[config.mk]
export PLATFORM = sky130hd
export DESIGN_NAME = uart_mul_sequencer
export DESIGN_NICKNAME = d
export VERILOG_FILES = /design/src/rtl/uart_mul_sequencer.sv
export SDC_FILE = /design/constraint.sdc
export NUM_CORES = 1
export LEC_CHECK = 0
export CORE_MARGIN = 8
export CORE_UTILIZATION = 40
export DETAILED_ROUTE_END_ITERATION = 12
export GPL_TIMING_DRIVEN = 0
export PLACE_DENSITY = 0.77
export SLEW_MARGIN = 20
export SYNTH_ARGS = -nofsm -noshare
export SYNTH_HDL_FRONTEND = slang
export SYNTH_SLANG_ARGS = --single-unit
[constraint.sdc]
create_clock -name clk_i -period 3.8 [get_ports clk_i]
set_input_delay 0.57 -clock clk_i [delete_from_list [all_inputs] [get_ports clk_i]]
set_output_delay 0.57 -clock clk_i [all_outputs]
set_load 0.02 [all_outputs]
[src/rtl/uart_mul_sequencer.sv]
// uart_mul_sequencer
//   Protocol controller between the UART receiver, a multi-cycle 8x8
//   multiplier and the UART transmitter. It collects operand A and operand B
//   from the RX byte stream, launches the multiplier with a one-cycle pulse,
//   and returns the 16-bit product as two TX bytes, high byte first.
//   A framing error or an inter-byte timeout drops the partial request and
//   sets a sticky error flag, so the next byte is always treated as operand A.
//
// Ports
//   clk_i, rst_ni                 clock, asynchronous active-low reset
//   rx_data_i/valid_i/error_i     received byte, its valid and framing error
//   rx_ready_o                    byte accepted when rx_valid_i & rx_ready_o
//   mul_a_o, mul_b_o              registered operands to the multiplier
//   mul_start_o                   one-cycle multiplier launch pulse
//   mul_done_i, mul_product_i     multiplier completion pulse and product
//   tx_data_o/valid_o, tx_ready_i byte to transmit, valid/ready handshake
//   busy_o                        request in progress (not IDLE)
//   error_o                       sticky error, cleared by the next clean A
module uart_mul_sequencer #(
    parameter int unsigned TimeoutCycles = 120_000
) (
    input  logic        clk_i,
    input  logic        rst_ni,
    input  logic [7:0]  rx_data_i,
    input  logic        rx_valid_i,
    input  logic        rx_error_i,
    output logic        rx_ready_o,
    output logic [7:0]  mul_a_o,
    output logic [7:0]  mul_b_o,
    output logic        mul_start_o,
    input  logic        mul_done_i,
    input  logic [15:0] mul_product_i,
    output logic [7:0]  tx_data_o,
    output logic        tx_valid_o,
    input  logic        tx_ready_i,
    output logic        busy_o,
    output logic        error_o
);

    localparam int unsigned CntW = $clog2(TimeoutCycles);
    localparam logic [CntW-1:0] CntLast = CntW'(TimeoutCycles - 1);

    typedef enum logic [2:0] {
        IDLE,
        WAIT_B,
        START,
        WAIT_MUL,
        SEND_HI,
        SEND_LO
    } state_e;

    state_e          state_q, state_d;
    logic [7:0]      a_q, a_d;
    logic [7:0]      b_q, b_d;
    logic [15:0]     result_q, result_d;
    logic [CntW-1:0] cnt_q, cnt_d;
    logic            err_q, err_d;
    logic            rx_accept;

    always_ff @(posedge clk_i or negedge rst_ni) begin
        if (!rst_ni) begin
            state_q  <= IDLE;
            a_q      <= '0;
            b_q      <= '0;
            result_q <= '0;
            cnt_q    <= '0;
            err_q    <= 1'b0;
        end else begin
            state_q  <= state_d;
            a_q      <= a_d;
            b_q      <= b_d;
            result_q <= result_d;
            cnt_q    <= cnt_d;
            err_q    <= err_d;
        end
    end

    // All handshake outputs decode directly from the state register, so an
    // asynchronous reset drops tx_valid_o/busy_o without waiting for a clock.
    always_comb begin
        rx_ready_o  = (state_q == IDLE) || (state_q == WAIT_B);
        mul_start_o = (state_q == START);
        tx_valid_o  = (state_q == SEND_HI) || (state_q == SEND_LO);
        busy_o      = (state_q != IDLE);
        tx_data_o   = 8'h00;
        if (state_q == SEND_HI) begin
            tx_data_o = result_q[15:8];
        end else if (state_q == SEND_LO) begin
            tx_data_o = result_q[7:0];
        end
    end

    assign rx_accept = rx_valid_i & rx_ready_o;
    assign mul_a_o   = a_q;
    assign mul_b_o   = b_q;
    assign error_o   = err_q;

    always_comb begin
        state_d  = state_q;
        a_d      = a_q;
        b_d      = b_q;
        result_d = result_q;
        cnt_d    = cnt_q;
        err_d    = err_q;
        unique case (state_q)
            IDLE: begin
                if (rx_accept) begin
                    if (rx_error_i) begin
                        err_d = 1'b1;
                    end else begin
                        a_d     = rx_data_i;
                        err_d   = 1'b0;
                        cnt_d   = '0;
                        state_d = WAIT_B;
                    end
                end
            end
            WAIT_B: begin
                // An accept on the expiry cycle takes priority over the timeout.
                if (rx_accept) begin
                    if (rx_error_i) begin
                        err_d   = 1'b1;
                        state_d = IDLE;
                    end else begin
                        b_d     = rx_data_i;
                        state_d = START;
                    end
                end else if (cnt_q == CntLast) begin
                    err_d   = 1'b1;
                    state_d = IDLE;
                end else begin
                    cnt_d = cnt_q + 1'b1;
                end
            end
            START: begin
                state_d = WAIT_MUL;
            end
            WAIT_MUL: begin
                if (mul_done_i) begin
                    result_d = mul_product_i;
                    state_d  = SEND_HI;
                end
            end
            SEND_HI: begin
                if (tx_ready_i) begin
                    state_d = SEND_LO;
                end
            end
            SEND_LO: begin
                if (tx_ready_i) begin
                    state_d = IDLE;
                end
            end
            default: begin
                state_d = IDLE;
            end
        endcase
    end

endmodule

# After elaboration in Yosys (flattened, before gate mapping)

Cells that the tools add are included.
Widths: inputs -> output; s select.

Register bits after elaboration: 53
Input bits: 30
Output and inout bits: 29
Logic and storage cells: 57

$add $sub $neg: 1
Equality and inequality tests: 15
Mux-type cells: 22
Bitwise gates (word level): 2
Reduce and logical (&&, ||, !) cells: 11

Operators by type and width:

| operator              | number |
|---|---|
| $mux 17               | 4 |
| $pmux 17 s2           | 1 |
| $mux 3                | 7 |
| $pmux 3 s6            | 1 |
| $add 17x1->17 const B | 1 |
| $eq 17x17->1 const B  | 1 |
| $mux 8                | 2 |
| $ne 2x2->1 const B    | 7 |
| $eq 3x2->1 const B    | 2 |
| $eq 3x3->1 const B    | 2 |
| $reduce_and 3->1      | 2 |
| $reduce_and 6->1      | 1 |
| $mux 1                | 5 |
| $reduce_and 5->1      | 1 |
| $reduce_and 4->1      | 1 |
| $eq 3x1->1 const B    | 1 |
| $logic_not 3->1       | 1 |
| $ne 3x2->1 const B    | 1 |
| $ne 3x3->1 const B    | 1 |
| $reduce_bool 3->1     | 1 |
| $logic_or 1x1->1      | 2 |
| $mux 2                | 1 |
| $pmux 1 s2            | 1 |
| $reduce_and 2->1      | 1 |
| other kinds (3)       | 3 |

# Depth between registers and ports, before layout

Gate-level depths: netlist of the first run.

Depth after elaboration: 5
Depth in mapped cells: 7
Mapped depth without buffers: 6

# Worst setup path before layout of the first run

No wires, ideal clock.

Path kind: register to register
Start: register cnt_q[0]
End: register cnt_q[5]
Library setup time: 0.124 ns
Arrival: 1.915 ns
Data required time: 3.676 ns
Slack: 1.761 ns
Cell stages (with the launch flop): 8
Buffers on the path: 1
Period minus slack after synthesis: 2.039 ns
Cells stage by stage: dfrtp_1 > ha_1 > nand2_1 > or4_1 > buf_2 > o21a_4 > and3_1 > a211o_1

Word-level cells in the longest chain between the ends: 4
Elaborated cells between the ends (all ways): 7
Those cells by class: 1 x add/sub; 2 x eq/ne; 3 x mux; 1 x reduce/logical

Ends and longest elaborated chain:

| item                   | line | RTL |
|---|---|---|
| start, declared        | 56   | `logic [CntW-1:0] cnt_q, cnt_d;` |
| start signal, assigned | 73   | `cnt_q <= cnt_d;` |
| $add 17x1->17          | 132  | `cnt_d = cnt_q + 1'b1;` |
| $mux 17                | 128  | `end else if (cnt_q == CntLast) begin` |
| $mux 17                | 120  | `if (rx_accept) begin` |
| $pmux 17 s2            | 105  | `unique case (state_q)` |

Parallel ways exist; a longest one is shown, timed or not. The select of a mux whose other input is x is not followed.
A chain may end at the register's enable or synchronous reset.

# Worst setup path after layout of the first run

Start: register state_q[1]
End: output tx_data_o[6]

Word-level cells in the longest chain between the ends: 3
Elaborated cells between the ends (all ways): 4
Those cells by class: 2 x eq/ne; 2 x mux

Ends and longest elaborated chain:

| item                   | line | RTL |
|---|---|---|
| start, declared        | 52   | `state_e state_q, state_d;` |
| start signal, assigned | 69   | `state_q <= state_d;` |
| $eq 3x3->1             | 88   | `end else if (state_q == SEND_LO) begin` |
| $mux 8                 | 88   |  |
| $mux 8 (*)             | 86   | `if (state_q == SEND_HI) begin` |
| end, declared          | 33   | `output logic [7:0] tx_data_o,` |

Mark *: on every way between the ends. The rest lies on a longest branch, timed or not.

==> metrics.txt, run 1 <==
unrepaired setup endpoints after global routing no; gr usage total 13.73%; CTS resizes 0; Fmax achieved 0.3514 GHz; largest net degree at the start of global routing 54; most common cell after layout, fill and taps aside clkdlybuf4s50_1; Wirelength per Cell about 15 um; Relative slew margins roughly 55%; Pleak between 1 and 1.5 nW; Final TNS setup 0 ps; YS warnings 0; GRT Residual Overflow 0; CP Cell Sequence clkbuf_1, nand2b_1, clkbuf_1, nor2_1, clkdlybuf4s50_1; CP Max Fanout 10; n_diodes 0; Rows 29; number of enable flip-flop cells after synthesis 0; starting density of the core approximately two fifths; Die Y-Extent between 90 and 100 um; die width between 90 and 100 um; clock share of power about 17%; Netlist cell types 40; worst hold path class in -> async; overall power around 2.3 mW; slowest stage delay, CP approximately 560 ps; Internal Power around 1.5 mW; initial antenna violation count 0; CTS sink cnt 53; adder-cell share of the synthesized area 0.4963%; Post-Synthesis Cell Area 0.002521 mm^2; Comb power frac 45.8%; Final HPWL DP between 4000 and 5000 um; WP data arrival ~2300 ps; layout cell share with drive strength beyond 1 12.99%; Setup crit start kind flip-flop; CP max-delay cell clkdlybuf4s50_1; final setup vio count 0; core box area roughly 0.0062 mm^2; Worst EP required 3230 ps; Mapped Nets 273; CTS tree built; via count roughly 2000; hold_ws approximately 270 ps; # DRC 0; Setup crit start state_q[1]$_DFFE_PN0P_; hold buffer count at cts 0; design area around 0.0033 mm^2; DR vias/cell approximately 5.2; most used cell, CP clkbuf_1; Mapped Cells roughly 240; first-pass GRT wire length approximately 9900 um; Fin. Hold Viols 0; fillers 555; Seq/Total Area, Yosys 52.61%; Synth Area in Simple Gates ~22%; reg-to-reg startpoint cnt_q[0]$_DFFE_PN0P_; Post-DRT Antenna Nets 0; post-CTS setup buffers 0; clk_skew ~15 ps; commonest non-fill, non-tap cells in the layout 57 x clkdlybuf4s50_1, 53 x dfrtp_1, 38 x nand2_1; clk_lat worst skew 310 ps; status complete, no violations; Max clock buf depth 2; WL final a little under 6000 um; Nets between 300 and 400; area of the die 0.009099 mm^2; post-synthesis compound-gate area fraction under 10%; Psw about 860 uW; critical setup path kind reg -> out; num ports 59; TritonRoute pass-1 iters 4; final-report max-slew violation count 0; Layout Area Growth over Synthesis 31.22%; Worst-path clk slew around 100 ps; placed cell areas approximately 0.0032 mm^2; minimum clock period after layout around 2800 ps; VDD IR max ~0.57 mV; CTS Buf Count 5; Most used DFF post-synth dfrtp_1; Final period util about 75%; CP Capture Type output pin; main combinational cell family by area after synthesis simple AND/OR/NAND/NOR gates; Seq pwr share a little under two fifths; number of port buffers between 50 and 60; Worst-Margin Slew 670.6 ps; RePlAce Congestion slightly above 0.8; Yosys reg bits 53; DRT iter0 DRCs 94; xor/xnor share of the synthesized area 1.042%; FFs w/ async S/R, synth between 90% and 100%; mux contribution to synthesized area 15.14%; vias in the first global route approximately 2100; max cap viols 0; Sw Ratio approximately 37%; CTS Root Cell clkbuf_8; Mean Syn Cell Area 10.42 um^2; # H-tree levels 2; pwr/cell area between 700 and 800 mW/mm^2
-- final timing paths --
check	end	slack, ps	cells past startpoint
max	tx_data_o[6]	950	5
min	mul_b_o[4]$_DFFE_PN0P_	270	1
max reg2reg	cnt_q[5]$_DFFE_PN0P_	1610	7
min reg2reg	cnt_q[16]$_DFFE_PN0P_	490	1
max in group asynchronous	result_q[7]$_DFFE_PN0P_	3060	1
min in group clk_i	cnt_q[16]$_DFFE_PN0P_	490	1
-- power by group through the flow --
stage	clock, mW	sequential (mW)	combinational (mW)
2_1_floorplan	0	0.978	0.556
3_3_place_gp	0	0.880	1.07
3_5_place_dp	0	0.893	1.09
4_1_cts	0.401	0.882	1.10
5_1_grt	0.422	0.909	1.18
6_report	0.390	0.883	1.08
-- logic make-up (layout without fill, tap and decap cells) --
logic type,count (synthesis),count (layout)
buffers and inverters,13,79
AND/OR/NAND/NOR,112,112
multiplexers,35,35
adder cells (fa/ha/maj),1,1
XOR/XNOR,3,3
flip-flops,53,53
AO/OA/AOI/OAI,25,25
-- sequential cells by signal (all words and copies together) (netlist names) --
| signal | flops |
|---|---|
| mul_b_o | 8 |
| result_q | 16 |
| error_o | 1 |
| mul_a_o | 8 |
| cnt_q | 17 |
| state_q | 3 |
-- cell type report --
class                      instances  area, um^2  area share, %
sequential                        53        1326          40.09
clock inverter                     3       43.79          1.324
buffer                            11       45.04          1.362
timing repair buffer              58       578.1          17.47
tap                               77       96.34          2.912
inverter                           2       7.507         0.2269
clock buffer                       5       68.82          2.080
multi-input combinational        176        1142          34.53
-- worst max-delay path, delay by kind of cell (launching register included) --
family / cells / cell delay, ps
flops: 1 / 440
simple gates: 2 / 280
buf+inv: 3 / 1250
-- synth_stat cells, types with 2 or more instances --
cell type,instances,area (um^2)
nand3_1,14,70.07
nand4bb_1,2,22.52
a22oi_1,2,15.01
nor3b_1,2,15.01
nor3_1,7,35.03
and3_1,5,31.28
clkbuf_1,7,26.28
o22ai_1,3,18.77
o211ai_1,2,15.01
nand4_1,4,25.02
nand3b_1,2,15.01
nor2_1,25,93.84
o21ai_0,4,20.02
buf_2,3,15.01
xor2_1,3,26.28
a21oi_1,4,20.02
inv_1,2,7.510
mux2i_1,10,100.1
nand2b_1,4,25.02
mux2_2,25,281.5
dfrtp_1,53,1326
or4_1,2,15.01
nand2_1,38,142.6
a211o_1,3,26.28
-- metal layers --
| layer | global-route usage (%) | share of wire [%] | up-vias |
|---|---|---|---|
| met5 | 0 | 0 | - |
| met4 | 3.201 | 0.85 | 0 |
| met3 | 6.614 | 9.4 | 5 |
| met2 | 21.40 | 46 | 64 |
| met1 | 16.82 | 43 | 933 |
| li1 | - | - | 982 |
-- per-stage QoR --
stage	util, %	instances	worst slack (ps)
detailed placement	51.50	377	1110
floorplan	-	242	1761
global route	53.32	385	762.8
CTS	53.32	385	918.0
finish	53.32	385	954.1
global placement	51.54	377	564.6
Power figures use the tool's default switching activity.
==> inputs of run 2 (changes only) <==
clock period = 2.9 ns   (was 3.8 ns; I/O delays follow)
==> run 2 against run 1 <==
  * Global-route usage is the same
  * Routed wire length hardly changed
  * Highest routed layer unchanged
  * Critical path depth unchanged
  * Clock skew down 2.1 ps
  * Worst setup slack got worse by 750 ps
  * Largest cell class unchanged
  * Non-clock buffer count decreased by 1
  * Utilization down 0.060 points
  * Total power grew 31%
==> metrics.txt, run 2 (synthesis results as in run 1) <==
RR Endpoint cnt_q[15]$_DFFE_PN0P_; slowest stage delay, CP 560 ps (about the same); Largest regs cnt_q (17), result_q (16); Top reg by flops cnt_q; Levels on crit path 5 (unchanged); R2R depth 7 (unchanged); CP Cell Sequence clkbuf_1, nand2b_1, clkbuf_1, nor2_1, clkdlybuf4s50_1; DR vias/cell 5.172 (+0.36%); VDD IR max 0.7421 mV (+31%); CP Max Fanout 10 (unchanged); placed cell areas 0.003196 mm^2 (unchanged); CTS resizes 0 (unchanged); most used cell, CP clkbuf_1; reg-to-reg startpoint state_q[0]$_DFFE_PN0P_; worst hold path class in -> async; clk_skew 12.92 ps (-2.094 ps); GRT Residual Overflow 0 (unchanged); pwr/cell area 929.6 mW/mm^2 (+31%); R2R Setup Slk 620 ps (-990 ps); commonest non-fill, non-tap cells in the layout 57 x clkdlybuf4s50_1, 53 x dfrtp_1, 38 x nand2_1; Largest register FFs 17 (unchanged); design area 0.003304 mm^2 (-0.11%); final-report max-slew violation count 0 (unchanged); # DRC 0 (unchanged); Die Y-Extent 95.39 um (unchanged); register area 0.001326 mm^2 (unchanged); fin util 53.26% (-0.060 points); Post-DRT Antenna Nets 0 (unchanged); final setup vio count 0 (unchanged); Setup crit start kind flip-flop; Final HPWL DP 4341 um (unchanged); clk_lat worst skew 310 ps (about the same); Max clock buf depth 2 (unchanged); n_diodes 0 (unchanged); number of port buffers 58 (unchanged); hold buffer count at cts 0 (unchanged); num ports 59 (unchanged); first-pass GRT wire length 9942 um (unchanged); layout cell share with drive strength beyond 1 13.03% (+0.042 points); Fin. Hold Viols 0 (unchanged); post-CTS setup buffers 0 (unchanged); Wirelength per Cell 15.28 um (+0.24%); gr usage total 13.73% (unchanged); CTS Root Cell clkbuf_8; Setup crit start state_q[1]$_DFFE_PN0P_; die width 95.39 um (unchanged); Rows 29 (unchanged); Fmax achieved between 0.3 and 0.4 GHz; CP Capture Type output pin; CP top delay family buffers and inverters; starting density of the core 40.63% (unchanged); Final TNS setup 0 ps (unchanged); Final period util between 90% and 100%; area of the multi-input gates 0.001142 mm^2 (unchanged); Worst-Margin Slew 667.6 ps (-3.012 ps); Worst EP required 2470 ps (-760 ps); Worst-path clk slew 100 ps (about the same); WP data arrival 2260 ps (-20 ps); Nets 337 (-0.30%); Critical Path Sink tx_data_o[1]; CTS Buf Count 5 (unchanged); core box area 0.006205 mm^2 (unchanged); minimum clock period after layout ~2700 ps; CP max-delay cell clkdlybuf4s50_1; most common cell after layout, fill and taps aside clkdlybuf4s50_1; TritonRoute pass-1 iters 4 (unchanged); unrepaired setup endpoints after global routing no; Layout Area Growth over Synthesis 31.07%; Crit path buffers/inverters 3 (unchanged); status complete, no violations; CTS sink cnt 53 (unchanged); CTS tree built; Pleak 1.452 nW (about the same); initial antenna violation count 0 (unchanged); critical setup path kind reg -> out; DRT iter0 DRCs 105 (+12%); fillers 557 (+0.36%); largest net degree at the start of global routing 54 (unchanged); via count 1986 (+0.10%); area of the die 0.009099 mm^2 (unchanged); WL final 5869 um (about the same); RePlAce Congestion 0.8268 (unchanged); vias in the first global route 2097 (unchanged); max cap viols 0 (unchanged); # H-tree levels 2 (unchanged); Relative slew margins 55.49% (+0.20 points)
## run 2: cell count changes in the layout (fill, tap and decap cells not counted)
| cell | change |
|---|---|
| buf_1 | -1 |
## run 2: worst min path at each step
stage                                 startpoint                     end
after detailed placement  mul_a_o[2]$_DFFE_PN0P_  mul_a_o[2]$_DFFE_PN0P_
final                                     rst_ni  mul_b_o[4]$_DFFE_PN0P_
after CTS                                 rst_ni  mul_b_o[5]$_DFFE_PN0P_
after global placement    mul_a_o[1]$_DFFE_PN0P_  mul_a_o[1]$_DFFE_PN0P_
after floorplan                           rst_ni    cnt_q[0]$_DFFE_PN0P_
after global routing                      rst_ni  mul_b_o[4]$_DFFE_PN0P_
## run 2: cell type report
type                    instances  share of cell area [%]
flip-flops and latches         53                   40.14
multi-input cells             176                   34.57
repair buffers                 58                   17.49
well taps                      77                   2.916
clock buffers                   5                   2.083
clock inverters                 3                   1.325
plain buffers                  10                   1.250
inverters                       2                  0.2272
## run 2: layer usage
metal	routed length (um)	up-vias	GRT usage, %
met5	0	-	0
li1	-	980	-
met1	2524	939	16.82
met4	50	0	3.201
met2	2723	62	21.40
met3	571	5	6.614
## run 2: where the power goes
part,switching (mW),total [mW],internal (mW)
Sequential,0.154,1.16,1.00
Clock,0.253,0.512,0.259
Combinational,0.718,1.40,0.685
Total,1.12,3.07,1.95
## run 2: worst reg2reg max path: stages (launching register included)
cell and delay (ps):
dfrtp_1 360, buf_2 360, or4b_1 470, clkbuf_1 180
nor3_1 390, nand4_1 170, xor2_1 170, nor2_1 60
## run 2: metrics by stage
step / std cells / power [mW] / hold slack [ps] / worst slack, ps
final: 384 / 3.072 / 136.8 / 200.6
after global routing: 384 / 3.281 / 195.7 / 8.278
after CTS: 385 / 3.117 / 167.3 / 153.0
after detailed placement: 377 / 2.595 / 461.7 / 345.0
after global placement: 377 / 2.555 / 458.7 / -200.4
after floorplan: 242 / 2.010 / 139.4 / 861.4
==> inputs of run 3 (changes only) <==
SLEW_MARGIN = not set   (was 20)
==> run 3 against run 2 <==
  * Critical path depth unchanged
  * Sequential share of layout area stayed put
  * Die area unchanged
  * Final area unchanged
  * Register-to-register slack gained 40 ps
  * Clock skew shrank 5.3 ps
  * Final cell count grew 0.26%
  * Via count grew 1.6%
  * Hold slack lost 34 ps
  * Critical path type unchanged
  * Largest power group unchanged
  * Highest routed layer unchanged
==> metrics.txt, run 3 (synthesis results as in run 1) <==
Fin. Hold Viols 0 (unchanged); DR vias/cell 5.239 (+1.3%); clk_skew 7.611 ps (-5.305 ps); critical setup path kind reg -> out; Worst EP required 2470 ps (about the same); VDD IR max 0.5215 mV (-30%); WP data arrival 2260 ps (about the same); Relative slew margins 59.65% (+4.2 points); Final HPWL DP 4428 um (+2.0%); WL final 5964 um (+1.6%); Die Y-Extent 95.39 um (unchanged); most common cell after layout, fill and taps aside clkdlybuf4s50_1; final-report max-slew violation count 0 (unchanged); vias in the first global route 2120 (+1.1%); layout cell share with drive strength beyond 1 13.31% (+0.28 points); RePlAce Congestion 0.8268 (unchanged); CP Capture Type output pin; Largest register FFs 17 (unchanged); Top reg by flops cnt_q; worst hold path class in -> async; n_diodes 0 (unchanged); non-filler cells, final 385 (+0.26%); TritonRoute pass-1 iters 4 (unchanged); # DRC 0 (unchanged); Fmax achieved 0.3715 GHz (+0.29%); Post-DRT Antenna Nets 0 (unchanged); # H-tree levels 2 (unchanged); Pleak 1.444 nW (-0.55%); gr usage total 13.64% (-0.089 points); placed insts 378 (+0.27%); Wirelength per Cell 15.49 um (+1.4%); via count 2017 (+1.6%); Nets 338 (+0.30%); Layout Area Growth over Synthesis 31.07% (unchanged); status complete, no violations; initial antenna violation count 0 (unchanged); first-pass GRT wire length 9949 um (about the same); pwr/cell area 911.8 mW/mm^2 (-1.9%); commonest non-fill, non-tap cells in the layout 57 x clkdlybuf4s50_1, 53 x dfrtp_1, 38 x nand2_1; DRT iter0 DRCs 85 (-19%); GRT Residual Overflow 0 (unchanged); Max clock buf depth 2 (unchanged); unrepaired setup endpoints after global routing no; largest net degree at the start of global routing 30 (-44%); Worst-path clk slew 110 ps (about the same); num ports 59 (unchanged); Rows 29 (unchanged); area of the die 0.009099 mm^2 (unchanged); core box area 0.006205 mm^2 (unchanged); fin util 53.26% (unchanged); CP Max Fanout 10 (unchanged); starting density of the core 40.63% (unchanged); final setup vio count 0 (unchanged); clk_lat worst skew 310 ps (about the same); Setup crit start kind flip-flop; Final period util 92.81% (-0.27 points); CTS Root Cell clkbuf_8; max cap viols 0 (unchanged); die width 95.39 um (unchanged); minimum clock period after layout 2692 ps (-7.822 ps); number of port buffers 58 (unchanged); Largest regs cnt_q (17), result_q (16); CTS tree built; CTS Buf Count 5 (unchanged); CTS sink cnt 53 (unchanged); fillers 551 (-1.1%); Worst-Margin Slew 602.0 ps (-65.59 ps)
[run 3: stage by stage]
step                      total power [mW]  hold WS, ps  cell area (um^2)  worst slack (ps)  setup TNS (ps)
after detailed placement             2.601        461.7              3213             356.2               0
after floorplan                      2.010        139.4              2521             861.4               0
final                                3.013        103.1              3304             208.4               0
after global placement               2.555        458.7              3198            -200.4          -10520
after global routing                 3.219        143.0              3304             25.37               0
after CTS                            3.044        116.2              3308             170.3               0
[run 3: final cells by class]
| type | count | area, um^2 | area share (%) |
|---|---|---|---|
| Multi-Input combinational cell | 176 | 1142 | 34.57 |
| Clock buffer | 5 | 68.82 | 2.083 |
| Buffer | 10 | 41.29 | 1.250 |
| Tap cell | 77 | 96.34 | 2.916 |
| Timing Repair Buffer | 59 | 595.6 | 18.02 |
| Sequential cell | 53 | 1326 | 40.14 |
| Clock inverter | 3 | 26.28 | 0.7952 |
| Inverter | 2 | 7.507 | 0.2272 |
[run 3: power breakdown]
part           leakage [nW]  internal [mW]  switching (mW)
Combinational         0.726          0.690           0.728
Sequential            0.676           1.00           0.154
Clock                0.0423          0.176           0.261
Total                  1.44           1.87            1.14
[run 3: worst paths after layout]
check,from,end,slack [ps],cells after the start
worst max-delay path,state_q[0]$_DFFE_PN0P_,tx_data_o[6],210,5
min in group clk_i,cnt_q[16]$_DFFE_PN0P_,cnt_q[16]$_DFFE_PN0P_,490,1
max in group asynchronous,rst_ni,cnt_q[0]$_DFFE_PN0P_,2240,2
worst min register to register,cnt_q[16]$_DFFE_PN0P_,cnt_q[16]$_DFFE_PN0P_,490,1
worst max register to register,cnt_q[0]$_DFFE_PN0P_,cnt_q[5]$_DFFE_PN0P_,660,7
worst min-delay path,rst_ni,mul_b_o[5]$_DFFE_PN0P_,100,1
[run 3: worst max-delay path: stages, from the launching register on]
cell and delay [ps]:
dfrtp_1 370, buf_2 230, buf_1 450, mux2i_1 150, nor2_1 130, clkdlybuf4s50_1 630
[run 3: layer usage]
metal / GRT usage, % / up-vias / part of all wire, % / wire length (um)
met5: 0 / - / 0 / 0
met2: 21.35 / 56 / 47 / 2786
met1: 16.99 / 976 / 44 / 2616
li1: - / 981 / - / -
met3: 6.299 / 4 / 8.9 / 528
met4: 2.689 / 0 / 0.55 / 33
[run 3: timing repair]
item / CTS / global route
gates resized for setup: 0 / 0
setup endpoints to repair: 0 / 3
buffers inserted: 0 / 0
hold buffers: 0 / 0
